[src/rtl/pulse_sync_multi.sv]
`default_nettype none
// ============================================================================
// Module      : pulse_sync_multi
// Description : N independent channels. Each channel synchronises an
//               asynchronous level and debounces it. It emits a one-cycle
//               strobe on every accepted, mode-enabled edge and keeps sticky
//               pending/overflow flags that ack clears.
// Revision    : 1.0 - initial release
// ============================================================================
module pulse_sync_multi #(
    parameter int N           = 4,
    parameter int SYNC_STAGES = 2,
    parameter int DEBOUNCE    = 4
) (
    input  logic           clk,
    input  logic           rst,
    input  logic [N-1:0]   async_in,
    input  logic [2*N-1:0] mode,
    input  logic [N-1:0]   ack,
    output logic [N-1:0]   level_out,
    output logic [N-1:0]   pulse_out,
    output logic [N-1:0]   event_pending,
    output logic [N-1:0]   overflow
);

    localparam int            C_CW      = $clog2(DEBOUNCE + 1);
    localparam logic [C_CW-1:0] C_CNT_MAX = C_CW'(DEBOUNCE - 1);

    generate
        for (genvar i = 0; i < N; i++) begin : g_ch
            logic [SYNC_STAGES-1:0] r_sync;
            logic                   r_filt;
            logic [C_CW-1:0]        r_cnt;
            logic                   r_pulse;
            logic                   r_pend;
            logic                   r_ovf;
            logic                   w_s;
            logic                   w_accept;
            logic                   w_event;

            assign w_s      = r_sync[SYNC_STAGES-1];
            // A level change is accepted when it has been held for DEBOUNCE cycles
            assign w_accept = (w_s != r_filt) && (r_cnt == C_CNT_MAX);
            // The new level tells the direction: bit 0 enables rising, bit 1 falling
            assign w_event  = w_accept && (w_s ? mode[2*i] : mode[2*i+1]);

            // Synchroniser chain; the input enters at bit 0
            always_ff @(posedge clk) begin
                if (rst) begin
                    r_sync <= '0;
                end else begin
                    r_sync <= {r_sync[SYNC_STAGES-2:0], async_in[i]};
                end
            end

            // Debounce: count consecutive mismatch cycles and flip the filtered level on the last one
            always_ff @(posedge clk) begin
                if (rst) begin
                    r_filt <= 1'b0;
                    r_cnt  <= '0;
                end else if (w_s == r_filt) begin
                    r_cnt  <= '0;
                end else if (w_accept) begin
                    r_filt <= w_s;
                    r_cnt  <= '0;
                end else begin
                    r_cnt  <= r_cnt + 1'b1;
                end
            end

            // Strobe and sticky flags; an event arriving with its ack counts as fresh and is not an overflow
            always_ff @(posedge clk) begin
                if (rst) begin
                    r_pulse <= 1'b0;
                    r_pend  <= 1'b0;
                    r_ovf   <= 1'b0;
                end else begin
                    r_pulse <= w_event;
                    if (w_event) begin
                        r_pend <= 1'b1;
                        if (ack[i]) begin
                            r_ovf <= 1'b0;
                        end else if (r_pend) begin
                            r_ovf <= 1'b1;
                        end
                    end else if (ack[i]) begin
                        r_pend <= 1'b0;
                        r_ovf  <= 1'b0;
                    end
                end
            end

            assign level_out[i]     = r_filt;
            assign pulse_out[i]     = r_pulse;
            assign event_pending[i] = r_pend;
            assign overflow[i]      = r_ovf;
        end
    endgenerate

endmodule
`default_nettype wire

[config.mk]
export PLATFORM = sky130hd
export DESIGN_NAME = pulse_sync_multi
export DESIGN_NICKNAME = d
export VERILOG_FILES = /design/src/rtl/pulse_sync_multi.sv
export SDC_FILE = /design/constraint.sdc
export NUM_CORES = 1
export LEC_CHECK = 0
export CORE_MARGIN = 5
export CORE_UTILIZATION = 41
export DETAILED_ROUTE_END_ITERATION = 6
export PLACE_DENSITY = 0.68
export SYNTH_ARGS = -nofsm -noshare
export SYNTH_HDL_FRONTEND = slang
export SYNTH_SLANG_ARGS = --single-unit
[constraint.sdc]
create_clock -name clk -period 1.5 [get_ports clk]
set_clock_uncertainty 0.15 [all_clocks]
set_input_delay 0.15 -clock clk [delete_from_list [all_inputs] [get_ports clk]]
set_output_delay 0.15 -clock clk [all_outputs]
set_load 0.03 [all_outputs]
==> impl_metrics.json <==
{
  "max_slew.worst_pin.slew_ps": 362,
  "routed_wl_um": 2380,
  "grt_pass1_wl_um": 4350,
  "synth-seq-area-share": 0.492,
  "grt_max_degree": 21,
  "final_cell_mix": "34 x dfxtp_1, 17 x clkdlybuf4s50_1, 12 x nor2_2, 12 x nor2_1, 12 x dlygate4sd2_1",
  "drv_cap": 0,
  "drv_slew": 0,
  "yosys_warnings": 0,
  "grt_pass1_vias": 1000,
  "setup_violations": 0,
  "peakVddDrop_mv": 0.712,
  "gr-usage-met2": 0.188,
  "p_per_area_mw_per_mm2": 894,
  "fmax_mhz": 693,
  "gp_congestion": 0.714,
  "outcome": "finished clean",
  "post-route-period-util": 0.961,
  "final_common_cell": "dfxtp_1",
  "clock_path_buffers": 2,
  "post-place-ws_ps": -3.64,
  "antenna_found_initial": 0,
  "synth_top_cell_by_area": "dfxtp_1",
  "initial_core_util": 0.432,
  "setup_ws_ps": 57.9,
  "wl_per_cell_um": 11.0,
  "netlist_instances": 147,
  "ff2ff_setup_slack_ps": 60,
  "synth_top_area_share": 0.492,
  "finalPower_mw": 1.61,
  "crit_path_end_kind": "register",
  "drcViolationCount": 0,
  "dr.pass1.iters": 3,
  "hold_violations": 0,
  "synth.distinct_cells": 19,
  "hold_path.class": "in2reg",
  "core-area_mm2": 0.00339,
  "synth_area_mm2": 0.00147,
  "grt_usage": 0.112,
  "cts_root_buffer": "clkbuf_4",
  "synth_seq_cells": 36,
  "die_h_um": 69.8,
  "pin_count": 34,
  "clk_latency_ps": 340,
  "cp.required_ps": 1620,
  "cts_tree": "yes",
  "place.port_buffers": 33,
  "met3_usage": 0.0536,
  "n_antenna_cell": 0,
  "worstSetupPathType": "reg2reg",
  "drtIter0Drc": 28,
  "num-fill-cells": 325,
  "fin_crit_ps": 1440,
  "row_count": 21,
  "setup-tns-final_ps": 0,
  "leakage_nw": 0.744,
  "fin_nets": 196,
  "tritoncts.num_buffers": 5,
  "placedCellCount": 209,
  "crit_fanout": 3,
  "h-tree-depth": 2,
  "hpwl_um": 1850,
  "regArea_um2": 723,
  "drive_gt1_frac": 0.222,
  "syn2layout_area_growth_pct": 22.5,
  "drtAntennaViolNets": 0,
  "post-cts-setup-buffer-count": 0,
  "critPathLaunchType": "register",
  "busiest_layer": "met2",
  "clkTransAtPathRegs_ps": 100,
  "synthesis.nets": 173,
  "stdcell_count": 217,
  "grt_remaining_overflow": 0,
  "die_x_um": 69.8,
  "synth_area_leaders": "dfxtp_1 49%, buf_4 8.2%, ha_1 6.8%, nor2_2 5.1%, nor2b_1 3.4%",
  "cp.arrival_ps": 1560,
  "cts_sinks": 36,
  "dieArea_mm2": 0.00487,
  "max_slew_margin": 0.756,
  "num_vias": 952,
  "via_per_inst": 4.39,
  "synth_area_per_cell_um2": 9.97,
  "grtUsageMet1": 0.116,
  "multi_input_area_um2": 591
}
-- synthesized netlist by cell type --
master and instances:
clkbuf_1 1, and3b_1 4, nand2_1 8, xnor2_1 4
buf_4 16, o21ai_1 4, and3b_2 4, buf_2 2
dfxtp_1 36, o21ai_0 4, nor2_2 12, mux2i_1 4
or3_4 4, nor2b_1 8, nor2_1 12, ha_1 8
inv_1 8, a21oi_1 4, nand2b_1 4
-- worst max-delay path: stages (launching register included) --
cell,delay (ps)
dfxtp_2,340
ha_1,200
ha_2,200
or3_4,400
nor2_2,90
-- path summary, 6_finish.rpt --
| path | from | to | cells after the start |
|---|---|---|---|
| worst max-delay path | g_ch[1].r_cnt[0] | g_ch[1].r_cnt[0] | 4 |
| worst min-delay path | async_in[2] | g_ch[2].r_sync[0] | 2 |
| worst max register to register | g_ch[1].r_cnt[0] | g_ch[1].r_cnt[0] | 4 |
| worst min register to register | g_ch[1].r_cnt[0] | g_ch[1].r_cnt[0] | 1 |
-- power by group --
| group | leakage (nW) | switching [mW] | total [mW] | internal [mW] |
|---|---|---|---|---|
| Combinational | 0.413 | 0.0316 | 0.0959 | 0.0642 |
| Sequential | 0.293 | 0.00779 | 0.977 | 0.969 |
| Clock | 0.0380 | 0.310 | 0.533 | 0.223 |
| Total | 0.744 | 0.349 | 1.61 | 1.26 |
-- cell type report --
cell class | instances | area share
clock inverter | 2 | 0.00557
timing repair buffer | 35 | 0.185
tap | 46 | 0.0321
inverter | 8 | 0.0167
multi-input combinational | 84 | 0.329
clock buffer | 6 | 0.0286
sequential | 36 | 0.403
-- stage by stage --
stage	instance area, um^2	hold WS (ps)	util
2_1_floorplan	1470	128	-
3_3_place_gp	1750	268	0.515
3_5_place_dp	1750	281	0.515
4_1_cts	1790	189	0.528
5_1_grt	1800	205	0.530
6_report	1800	208	0.530
-- cell families after synthesis --
family                     share of synthesized area
and+or+nand+nor                                0.236
DFF                                            0.492
buffers and inverters                          0.112
AOI/OAI and AO/OA                             0.0410
adders and majority gates                     0.0683
xor gates and xnor gates                      0.0239
muxes                                         0.0273
-- state kept, by name, summed over array words and instances, names as in the netlist --
name,count
g_ch.r_cnt,12
g_ch.r_sync,8
g_ch.r_filt,4
g_ch.r_ovf,4
g_ch.r_pend,4
g_ch.r_pulse,4
-- timing repair --
action                     4_1_cts  5_1_grt
setup endpoints to repair       19       15
pin swaps                        0        1
resized for setup               17       11
hold buffers                     0        0
-- per-layer routing --
layer | part of all wire | routed length, um
met3 | 0.068 | 161
met1 | 0.43 | 1030
met4 | 0.024 | 56
met5 | 0 | 0
met2 | 0.48 | 1140
Power figures use the tool's default switching activity.
